### src/rtl/centering_unit.sv
// Two-pass mean removal: sums NSAMP vectors, divides once, then emits
// each vector minus the per-channel mean.
module centering_unit #(
  parameter int N_CH       = 4,
  parameter int DW         = 16,
  parameter int LOG2_NSAMP = 7
) (
  input  logic                     CLK_cen,
  input  logic                     RST_cen,
  input  logic                     GO_cen,
  input  logic                     En_mem1,
  input  logic [N_CH*DW-1:0]       Data_in,
  output logic                     CEN_busy,
  output logic [N_CH*(DW+1)-1:0]   Data_out,
  output logic                     Out_valid,
  output logic [N_CH*DW-1:0]       Mean_out,
  output logic                     Mean_valid,
  output logic                     Cen_done
);

  localparam int AW = DW + LOG2_NSAMP;
  localparam int OW = DW + 1;
  localparam logic [LOG2_NSAMP-1:0] CNT_LAST = '1;
  localparam logic [LOG2_NSAMP-1:0] CNT_ONE  = 1;

  typedef enum logic [2:0] {
    S_IDLE,
    S_SUM,
    S_DIV,
    S_SUB,
    S_DONE
  } state_e;

  state_e                  state_q;
  logic [LOG2_NSAMP-1:0]   cnt_q;
  logic signed [AW-1:0]    acc_q [N_CH];
  logic signed [AW-1:0]    acc_d [N_CH];
  logic [N_CH*DW-1:0]      mean_q;
  logic [N_CH*DW-1:0]      mean_d;
  logic [N_CH*OW-1:0]      diff_d;
  logic [N_CH*OW-1:0]      data_out_q;
  logic                    out_valid_q;
  logic                    mean_valid_q;

  for (genvar k = 0; k < N_CH; k++) begin : g_ch
    logic [DW-1:0] x;
    logic [DW-1:0] m;
    assign x = Data_in[k*DW +: DW];
    assign m = mean_q[k*DW +: DW];
    assign acc_d[k] = acc_q[k] + $signed({{LOG2_NSAMP{x[DW-1]}}, x});
    // Top DW bits of the sum are exactly the floor shift, truncated
    assign mean_d[k*DW +: DW] = acc_q[k][AW-1 -: DW];
    assign diff_d[k*OW +: OW] = {x[DW-1], x} - {m[DW-1], m};
  end

  always_ff @(posedge CLK_cen) begin
    if (RST_cen) begin
      state_q      <= S_IDLE;
      cnt_q        <= '0;
      for (int k = 0; k < N_CH; k++) acc_q[k] <= '0;
      mean_q       <= '0;
      mean_valid_q <= 1'b0;
      out_valid_q  <= 1'b0;
      data_out_q   <= '0;
    end else if (state_q != S_IDLE && !GO_cen) begin
      state_q      <= S_IDLE;
      cnt_q        <= '0;
      mean_q       <= '0;
      mean_valid_q <= 1'b0;
      out_valid_q  <= 1'b0;
    end else begin
      out_valid_q <= 1'b0;
      unique case (state_q)
        S_IDLE: begin
          if (GO_cen) begin
            state_q <= S_SUM;
            cnt_q   <= '0;
            for (int k = 0; k < N_CH; k++) acc_q[k] <= '0;
          end
        end
        S_SUM: begin
          if (En_mem1) begin
            acc_q <= acc_d;
            if (cnt_q == CNT_LAST) begin
              cnt_q   <= '0;
              state_q <= S_DIV;
            end else begin
              cnt_q <= cnt_q + CNT_ONE;
            end
          end
        end
        S_DIV: begin
          mean_q       <= mean_d;
          mean_valid_q <= 1'b1;
          cnt_q        <= '0;
          state_q      <= S_SUB;
        end
        S_SUB: begin
          if (En_mem1) begin
            data_out_q  <= diff_d;
            out_valid_q <= 1'b1;
            if (cnt_q == CNT_LAST) begin
              cnt_q   <= '0;
              state_q <= S_DONE;
            end else begin
              cnt_q <= cnt_q + CNT_ONE;
            end
          end
        end
        S_DONE: ;
        default: state_q <= S_IDLE;
      endcase
    end
  end

  assign CEN_busy   = (state_q == S_SUM) || (state_q == S_DIV) ||
                      (state_q == S_SUB);
  assign Cen_done   = (state_q == S_DONE);
  assign Data_out   = data_out_q;
  assign Out_valid  = out_valid_q;
  assign Mean_out   = mean_q;
  assign Mean_valid = mean_valid_q;

endmodule

### config.mk
export PLATFORM = sky130hd
export DESIGN_NAME = centering_unit
export DESIGN_NICKNAME = d
export VERILOG_FILES = /design/src/rtl/centering_unit.sv
export SDC_FILE = /design/constraint.sdc
export NUM_CORES = 1
export LEC_CHECK = 0
export CORE_UTILIZATION = 45
export CTS_CLUSTER_DIAMETER = 80
export DETAILED_ROUTE_END_ITERATION = 10
export DONT_BUFFER_PORTS = 1
export PLACE_DENSITY_LB_ADDON = 0.3
export SYNTH_ARGS = -nofsm -noshare
export SYNTH_HDL_FRONTEND = slang
export SYNTH_SLANG_ARGS = --single-unit
### constraint.sdc
create_clock -name CLK_cen -period 3.8 [get_ports CLK_cen]
set_clock_uncertainty 0.15 [all_clocks]
set_input_delay 0.38 -clock CLK_cen [delete_from_list [all_inputs] [get_ports CLK_cen]]
set_output_delay 0.38 -clock CLK_cen [all_outputs]
set_load 0.1 [all_outputs]
# After elaboration in Yosys (flattened, before gate mapping)
# Index checks and enable logic that the tools add are counted.
# totals
in_bits	68
out_inout_bits	136
word_cells	62
regBits	236
# op_classes
muxes	14
reduce_logical	15
bitwise	3
n_eq_ne	11
addsub	9
# ops
operator	count
$mux 92	2
$pmux 92 s2	1
$add 23x16->23	4
$sub 16x16->17	4
$mux 7	3
$pmux 7 s3	1
$mux 3	5
$pmux 3 s5	1
$ne 2x2->1 const B	5
$add 7x1->7 const B	1
$eq 7x7->1 const B	1
$eq 3x2->1 const B	2
$reduce_and 3->1	2
$reduce_and 6->1	1
$reduce_bool 3->1	2
$reduce_and 4->1	1
$reduce_or 2->1	2
$eq 3x1->1 const B	1
$eq 3x3->1 const B	1
$logic_not 3->1	1
$not 1->1	3
$reduce_or 3->1	1
$logic_or 1x1->1	2
$ne 2x1->1 const B	1
other kinds (4)	4

# Depth between registers and ports, before layout
# Gate-level depths: netlist of run 1.
# depth
ltp_word	4
depth_mapped	12
mapped_depth_nobuf	12

# Least setup slack after synthesis of run 1
# No wires, ideal clock.
# synth_path
path_type	register -> register
startpoint	register mean_q[48] (netlist: Mean_out[48])
endpoint	register data_out_q[65] (netlist: Data_out[65])
slack_ns	0.388
t_required_ns	3.528
setup_time_ns	0.122
arrival_time_ns	3.140
stages_incl_launch_ff	12
path_cell_list	dfxtp_1 > ha_1 > fa_1 > nor2b_4 > o21ai_2 > nand2b_1 > a21o_1 > a31o_1 > a41o_1 > o41a_1 > nor4b_1 > a311o_1
# synth_between
elab_chain_cells	1
# synth_rtl
element	line	text
start: declaration	38	logic [N_CH*DW-1:0] mean_q;
start signal: assignment	93	mean_q <= mean_d;
$sub 16x16->17	53	assign diff_d[k*OW +: OW] = {x[DW-1], x} - {m[DW-1], m};
end signal: assignment	100	data_out_q <= diff_d;
end: declaration	41	logic [N_CH*OW-1:0] data_out_q;
# No other way between the ends.
# A chain may end at the register's enable or synchronous reset.

# Final worst setup path of run 1
# layout_path
startpoint	input port Data_in[48]
endpoint	register acc_q[22] in the netlist's numbering
# layout_between
elab_chain_cells	3
# layout_rtl
element	line	text
start: declaration	12	input logic [N_CH*DW-1:0] Data_in,
$add 23x16->23	50	assign acc_d[k] = acc_q[k] + $signed({{LOG2_NSAMP{x[DW-1]}}, x});
$mux 92	82	if (En_mem1) begin
$pmux 92 s2	73	unique case (state_q)
end signal: assignment	83	acc_q <= acc_d;
end: declaration	36	logic signed [AW-1:0] acc_q [N_CH];
# No other way between the ends. The select of a mux whose other input is x is not followed.

==> results_dict.tcl, run 1 <==
set metrics [dict create \
    post-place-ws_ns 0.677 \
    synthesis.instances 1938 \
    endpoint_kind "flop" \
    worstSetupStartpointType "primary input" \
    multi_input_area_um2 9670 \
    synth-edff-count 0 \
    yosys.area.top_type "dfxtp_1" \
    outcome "finished, final reports clean" \
    fin_util 0.522 \
    hold_viol_final 0 \
    postSynth.asyncResetShare 0 \
    crit_top_cell "a21oi_1" \
    initial_utilization 0.460 \
    syn_to_final_growth_pct 13.4 \
    final_common_cell "nand2_1" \
    ys_ff_latch 236 \
    cts_buffer_depth 3 \
    synthTopCellsByArea "dfxtp_1 (31%), ha_1 (13%), nand2_1 (8.0%)" \
    rsz0062_at_grt "false" \
    viasPerCell 5.74 \
    hold_class "in -> reg" \
    drc 0 \
    portBuffers 0 \
    fillers 3213 \
    place_area_um2 16000 \
    holdWs_ns 0.0210 \
    pwr-share-comb 0.134 \
    power_frac_clock 0.451 \
    gp_congestion 0.914 \
    numCtsBuffers 29 \
    cp.arrival_ns 3.46 \
    synth_nets 2167 \
    cp_max_fo 4 \
    p_leak_nw 6.82 \
    finalWorstSetupSlack_ns 0.602 \
    fmax_mhz 313 \
    die-area_um2 34200 \
    core_area_um2 32700 \
    syn-mean-instance-area_um2 7.77 \
    synth_top_cell_area_share 0.314 \
    tns_ns 0 \
    yosysWarnings 0 \
    clockRootBuffer "clkbuf_16" \
    routed_wl_mm 45.7 \
    h-tree-depth 1 \
    ant_nets 0 \
    post_cts_buffers 0 \
    drv_slew 0 \
    max_cap_violations 0 \
    fin_cells 2451 \
    ir_worst_vdd_mv 0.330 \
    hpwl_mm 33.3 \
    p_int_mw 4.51 \
    p_sw_frac 0.262 \
    ys.flop_type "dfxtp_1" \
    firstDrtPassIters 8 \
    nets 2216 \
    path_class "in -> reg" \
    required_ns 4.06 \
    grt_use_total 0.263 \
    totalPowerFinal_mw 6.10 \
    grt_pass1_vias 13300 \
    reg2reg_slack_ns 0.72 \
    p_per_area_nw_per_um2 358 \
    clock_latency_ns 0.55 \
    overflow 0 \
    io_pins 204 \
    path_clk_slew_ns 0.06 \
    wire_per_inst_um 18.6 \
    design_area_um2 17100 \
    power_switching_mw 1.60 \
    placed_cells 2386 \
    die_w_um 185 \
    crit_chain "dlygate4sd3_1 > ha_1 > fa_1 > a211oi_1 > o21ai_0 > a21oi_1 > o31a_2 > o21bai_1 > a21oi_1 > mux2i_1 > o311ai_0 > o31ai_1" \
    antenna_cells 0 \
    die_y_um 185 \
    tritoncts "done" \
    antenna_found_initial 0 \
    cts_sinks 236 \
    grt_max_degree 107 \
    synth_cell_types 74 \
    final_cell_mix "nand2_1 (318), dfxtp_1 (236), a21oi_1 (227), ha_1 (153), nor2_1 (126)" \
    vias 14100 \
    netlist_area_um2 15100 \
    regArea_um2 4720 \
    synth-seq-area-share 0.314 \
    seq_power_share 0.415 \
    rows 66 \
    worst_pin_slew_ns 1.22 \
    fin_crit_ns 3.20 \
    setup_viol 0 \
    period_share 0.842 \
    cpPeakStageDelay_ns 0.56 \
    grt_pass1_wl_mm 71.6 \
    maxSlewHeadroom 0.186 \
    cp_slowest_cell "dlygate4sd3_1" \
    detail_route.iter0.violations 843 \
    drive_gt1_frac 0.0722 \
]
## cell type report
| type | count | area share |
|---|---|---|
| flip-flops and latches | 236 | 0.277 |
| clock buffers | 46 | 0.0503 |
| repair buffers | 94 | 0.0456 |
| inverters | 107 | 0.0235 |
| multi-input cells | 1519 | 0.566 |
| clock inverters | 7 | 0.00520 |
| well taps | 442 | 0.0324 |
## power by group through the flow
stage          Sequential, mW  Combinational (mW)  Clock, mW
4_1_cts                  2.53               0.810       2.81
2_1_floorplan            2.58               0.626          0
5_1_grt                  2.53               0.910       2.91
6_report                 2.53               0.820       2.75
3_5_place_dp             2.58               0.768          0
3_3_place_gp             2.58               0.752          0
## repair_timing
item                                   CTS  global route
hold buffers                            12             0
endpoints found under the hold margin  109             0
resized for setup                        0             0
## routing by layer
| layer | vias to the layer above | share of wire | global-route usage |
|---|---|---|---|
| met5 | - | 0 | 0 |
| met4 | 0 | 0.035 | 0.0926 |
| met3 | 84 | 0.082 | 0.0594 |
| met2 | 436 | 0.45 | 0.431 |
| met1 | 6579 | 0.43 | 0.338 |
| li1 | 6967 | - | - |
## state kept, by name (all words and copies together) (netlist names)
signal,cells
Data_out,68
Mean_out,64
Mean_valid,1
Out_valid,1
acc_q,92
cnt_q,7
state_q,3
## worst max-delay path: cells and delay by family
| family | cells | cell delay (ns) |
|---|---|---|
| adders and majority gates | 2 | 0.66 |
| muxes | 1 | 0.12 |
| AOI/OAI and AO/OA | 8 | 1.72 |
| buffers and inverters | 1 | 0.56 |
## cell usage after synthesis (8+ instances only)
master / count
nand2_1: 319
dfxtp_1: 236
a21oi_1: 227
ha_1: 153
nor2_1: 129
o21ai_0: 120
inv_1: 106
clkbuf_1: 66
xnor2_1: 65
nand3_1: 52
xor2_1: 46
a21o_1: 35
nor3_1: 31
nand2b_1: 26
a211oi_1: 25
a31oi_1: 25
a22oi_1: 23
or3_1: 19
nand4_1: 15
o21a_1: 15
o21bai_1: 15
nor2b_1: 14
and3_1: 13
o211ai_1: 9
buf_1: 8
fa_1: 8
nor3b_1: 8
## logic make-up after synthesis
logic type,count (synthesis),synth area share
simple gates,667,0.201
compound gates,575,0.234
flops,236,0.314
buf+inv,183,0.0458
fa+ha+maj,161,0.138
xor+xnor,111,0.0646
mux,5,0.00332
## worst paths after layout
| check | to | startpoint | cells after the start |
|---|---|---|---|
| min reg2reg | acc_q[23] | acc_q[23] | 2 |
| max reg2reg | acc_q[22] | acc_q[0] | 11 |
| max | acc_q[22] | Data_in[48] | 12 |
| min | Data_out[65] | RST_cen | 2 |
Power figures use the tool's default switching activity.
==> inputs of run 2 (changes only) <==
==> constraint.sdc (replaced) <==
create_clock -name CLK_cen -period 2.7 [get_ports CLK_cen]
set_clock_uncertainty 0.15 [all_clocks]
set_input_delay 0.27 -clock CLK_cen [delete_from_list [all_inputs] [get_ports CLK_cen]]
set_output_delay 0.27 -clock CLK_cen [all_outputs]
set_load 0.1 [all_outputs]
==> results_dict.tcl, run 2 (same netlist as run 1, synthesis figures left out) <==
set metrics [dict create \
    outcome "complete, but fails checks" \
    violations "negative hold slack, negative setup slack" \
    design_area_um2 19200 \
    clockRootBuffer "clkbuf_16" \
    endpoint_kind "flop" \
    grt_pass1_vias 14300 \
    fmax_mhz 353 \
    portBuffers 0 \
    routed.top_layer "met4" \
    holdWs_ns -0.000482 \
    period_share 1.05 \
    p_leak_nw 7.81 \
    finalWorstSetupSlack_ns -0.133 \
    vias 14700 \
    crit_chain "ha_4 > fa_2 > a211oi_4 > nor4_2 > nor2_1 > a31oi_1 > o21ai_1 > a21boi_1 > o21a_1 > or3_1 > a32o_1" \
    die_w_um 185 \
    io_pins 204 \
    syn_to_final_growth_pct 27.8 \
    grt_max_degree 114 \
    path_class "reg -> reg" \
    regMostFlops "acc_q" \
    cpPeakStageDelay_ns 0.37 \
    nets 2381 \
    routed_wl_mm 47.2 \
    drc 0 \
    critPathLaunch "acc_q[23]" \
    crit_buf_inv 0 \
    tritoncts "done" \
    hp-start "Data_in[37]" \
    overflow 0 \
    viasPerCell 5.63 \
    die-area_um2 34200 \
    largest_reg_flops 92 \
    r2r-start "acc_q[23]" \
    core_area_um2 32700 \
    final_cell_mix "nand2_1 (318), a21oi_1 (213), buf_4 (210), dfxtp_1 (193), ha_1 (130)" \
    ir_worst_vdd_mv 0.467 \
    critical_path.top_delay_family "compound AO/OA/AOI/OAI gates" \
    hold_viol_final 1 \
    firstDrtPassIters 5 \
    ant_nets 0 \
    wire_per_inst_um 18.0 \
    rsz0062_at_grt "true" \
    cp_slowest_cell "fa_2" \
    worst_pin_slew_ns 1.04 \
    p_per_area_nw_per_um2 481 \
    grt_use_total 0.268 \
    hpwl_mm 32.9 \
    hold_class "in -> reg" \
    place_area_um2 17000 \
    initial_utilization 0.460 \
    wl_met3_mm 3.29 \
    required_ns 2.99 \
    h-tree-depth 1 \
    gp_congestion 0.915 \
    detail_route.iter0.violations 964 \
    maxSlewHeadroom 0.308 \
    rows 66 \
    drv_slew 0 \
    grt_pass1_wl_mm 73.9 \
    cp.arrival_ns 3.13 \
    die_y_um 185 \
    path_clk_slew_ns 0.06 \
    drt-met1-wl_mm 20.8 \
    setup_viol 1 \
    max_cap_violations 0 \
    cts_sinks 236 \
    worstSetupStartpointType "flop" \
    cp_max_fo 2 \
    fin_cells 2618 \
    fin_crit_ns 2.83 \
    numCtsBuffers 29 \
    drive_gt1_frac 0.189 \
    post-place-ws_ns -0.217 \
    totalPowerFinal_mw 9.27 \
    clock_latency_ns 0.58 \
    cts_buffer_depth 3 \
    final_common_cell "nand2_1" \
    placed_cells 2498 \
    antenna_found_initial 1 \
    dr_wl_met2_mm 21.9 \
]
[run 2: changes by cell type in the layout (fill, tap and decap cells not counted), moves of 14 or more]
cell           previous run  this run
ha_1                    153       130
dlygate4sd3_1            11        41
dfxtp_1                 236       193
ha_4                      0        18
buf_4                    80       210
dfxtp_2                   0        26
dfxtp_4                   0        17
a21oi_1                 227       213
[run 2: worst min-delay path, stage by stage]
cell     delay, ns
ha_4          0.14
xnor2_1       0.12
a22oi_1       0.06
nor2_1        0.07
[run 2: worst paths after layout]
path | cells past startpoint | endpoint | slack [ns]
setup / recovery | 11 | acc_q[39] | -0.13
hold / removal | 4 | acc_q[28] | -0.0005
setup reg to reg | 11 | acc_q[39] | -0.13
hold reg to reg | 2 | Data_out[21] | 0.30
[run 2: cell type report]
class	count	area, um^2
inverters	107	402
clock buffers	45	952
repair buffers	259	2120
diodes	1	2.50
clock inverters	9	126
well taps	442	553
multi-input cells	1519	10300
flip-flops and latches	236	4820
fillers	2949	13500
[run 2: timing repair]
item                                    in CTS  in global routing
cloned                                       0                  0
hold endpoints to repair                   150                  5
pin swaps                                   16                 47
gates resized for setup                     22                 96
endpoints found under the setup margin      16                 49
hold buffers                                41                  5
setup buffers                                8                 11
[run 2: stage by stage]
stage	setup TNS (ns)	util
floorplan	-0.0629	-
global placement	-0.399	0.520
detailed placement	-0.950	0.520
CTS	-0.149	0.571
global route	-0.646	0.588
finish	-0.133	0.589
[run 2: per-layer routing]
layer | GRT usage | vias to the layer above
met5 | 0 | -
met4 | 0.0641 | 0
met3 | 0.0578 | 67
met2 | 0.457 | 408
met1 | 0.341 | 6961
li1 | - | 7304
[run 2: power breakdown]
part	internal, mW	total [mW]	switching (mW)
sequential	3.51	3.55	0.0386
clock	2.71	4.33	1.63
combinational	0.601	1.39	0.785
==> inputs of run 3 (changes only) <==
--- a/config.mk
+++ b/config.mk
@@ -5,6 +5,8 @@
 export SDC_FILE = /design/constraint.sdc
 export NUM_CORES = 1
 export LEC_CHECK = 0
+export CORE_ASPECT_RATIO = 2
+export CORE_MARGIN = 2
 export CORE_UTILIZATION = 45
 export CTS_CLUSTER_DIAMETER = 80
 export DETAILED_ROUTE_END_ITERATION = 10
==> results_dict.tcl, run 3 (same netlist as run 1, synthesis figures left out) <==
set metrics [dict create \
    hold_class "in -> reg" \
    numCtsBuffers 24 \
    max_cap_violations 0 \
    ir_worst_vdd_mv 0.459 \
    drive_gt1_frac 0.191 \
    crit_chain "ha_4 > fa_2 > a211oi_4 > nor4_2 > nor2_1 > a31oi_1 > o21ai_1 > a21boi_1 > o21a_1 > or3_1 > a32o_1" \
    die_y_um 263 \
    crit_buf_inv 0 \
    r2r-end "acc_q[39]" \
    clockRootBuffer "clkbuf_16" \
    worst_pin_slew_ns 1.01 \
    cts_buffer_depth 3 \
    viasPerCell 5.77 \
    regMostFlops "acc_q" \
    r2r-start "acc_q[23]" \
    wire_per_inst_um 19.9 \
    grt_use_total 0.285 \
    core_area_um2 32900 \
    cpPeakStageDelay_ns 0.38 \
    cp_max_fo 2 \
    reg2reg_slack_ns -0.02 \
    firstDrtPassIters 5 \
    outcome "complete, but fails checks" \
    antenna_found_initial 0 \
    portBuffers 0 \
    tns_ns -0.0228 \
    initial_utilization 0.457 \
    nets 2361 \
    holdPathStages 4 \
    finalWorstSetupSlack_ns -0.0228 \
    rows 94 \
    fin_crit_ns 2.72 \
    path_class "reg -> reg" \
    grt_pass1_vias 15100 \
    endpoint_kind "flop" \
    holdWs_ns -0.0000700 \
    ant_nets 0 \
    violations "negative hold slack, negative setup slack" \
    cp_slowest_cell "fa_2" \
    gp_congestion 0.951 \
    overflow 0 \
    die-area_um2 35000 \
    vias 14900 \
    p_leak_nw 7.62 \
    hpwl_mm 37.8 \
    final_cell_mix "nand2_1 (317), a21oi_1 (214), buf_4 (212), dfxtp_1 (192), ha_1 (140)" \
    largest_reg_flops 92 \
    die_w_um 133 \
    hp-start "Data_in[39]" \
    tritoncts "done" \
    fin_cells 2581 \
    rsz0062_at_grt "true" \
    grt_pass1_wl_mm 79.5 \
    drc 0 \
    period_share 1.01 \
    antenna_cells 0 \
    drv_slew 0 \
    placed_cells 2494 \
    r2r_cells 11 \
    worstSetupStartpointType "flop" \
    cp.arrival_ns 3.01 \
    hold_viol_final 1 \
    syn_to_final_growth_pct 24.5 \
    fmax_mhz 367 \
    p_per_area_nw_per_um2 444 \
    io_pins 204 \
    h-tree-depth 1 \
    min_to "acc_q[31]" \
    critical_path.top_delay_family "compound AO/OA/AOI/OAI gates" \
    setup_viol 1 \
    detail_route.iter0.violations 751 \
    cts_sinks 236 \
    required_ns 2.99 \
    maxSlewHeadroom 0.323 \
    grt_max_degree 115 \
    path_clk_slew_ns 0.07 \
    clock_latency_ns 0.54 \
    routed_wl_mm 51.4 \
    final_common_cell "nand2_1" \
]
run 3: changes by cell type in the layout (fill, tap and decap cells not counted), moves of 4 or more:
cell	before	now
ha_4	18	12
clkbuf_16	34	26
ha_1	130	140
ha_2	5	1
dlygate4sd3_1	41	21
run 3: final cells by class:
class / count / area (um^2)
Inverter: 107 / 402
Sequential cell: 236 / 4820
Tap cell: 432 / 541
Fill cell: 3043 / 14200
Multi-Input combinational cell: 1519 / 10200
Clock buffer: 34 / 711
Timing Repair Buffer: 244 / 1980
Clock inverter: 9 / 76.3
run 3: repair_timing:
action / in CTS / in global routing
setup buffers: 5 / 15
endpoints found under the hold margin: 138 / 0
setup endpoints to repair: 24 / 48
gates resized for setup: 27 / 91
pin swaps: 28 / 75
cloned: 0 / 0
hold buffers: 26 / 0
run 3: tightest hold or removal path, delay by kind of cell:
kind | cells | cell delay [ns]
adders and majority gates | 1 | 0.12
xor gates and xnor gates | 1 | 0.13
AOI/OAI and AO/OA | 2 | 0.12
run 3: layer usage:
layer	wire, um	GRT usage	part of all wire
met5	0	0	0
met4	4450	0.209	0.087
met3	2220	0.0376	0.043
met2	27700	0.551	0.54
met1	17000	0.265	0.33
run 3: worst max-delay path by stage:
stage,start,endpoint,slack (ns),depth (start not counted)
detailed placement,acc_q[23],acc_q[39],-0.26,11
finish,acc_q[23],acc_q[39],-0.02,11
floorplan,Mean_out[48],Data_out[65],-0.06,11
global route,acc_q[23],acc_q[39],-0.16,11
global placement,acc_q[46],acc_q[62],-0.20,11
CTS,acc_q[23],acc_q[39],-0.08,11
run 3: stage by stage:
| stage | setup WS [ns] | total power, mW | area, um^2 | utilization | hold slack [ns] |
|---|---|---|---|---|---|
| floorplan | -0.0629 | 4.49 | 15200 | - | 0.228 |
| global placement | -0.200 | 4.78 | 17100 | 0.518 | 0.201 |
| detailed placement | -0.260 | 4.81 | 17100 | 0.518 | 0.200 |
| CTS | -0.0813 | 8.32 | 18300 | 0.555 | 0.00144 |
| global route | -0.162 | 8.64 | 18700 | 0.569 | 0.0288 |
| finish | -0.0228 | 8.32 | 18700 | 0.569 | -0.0000700 |
run 3: power by group:
part | switching [mW] | total [mW] | internal [mW]
sequential | 0.0372 | 3.54 | 3.51
combinational | 0.787 | 1.38 | 0.588
clock | 1.47 | 3.40 | 1.93
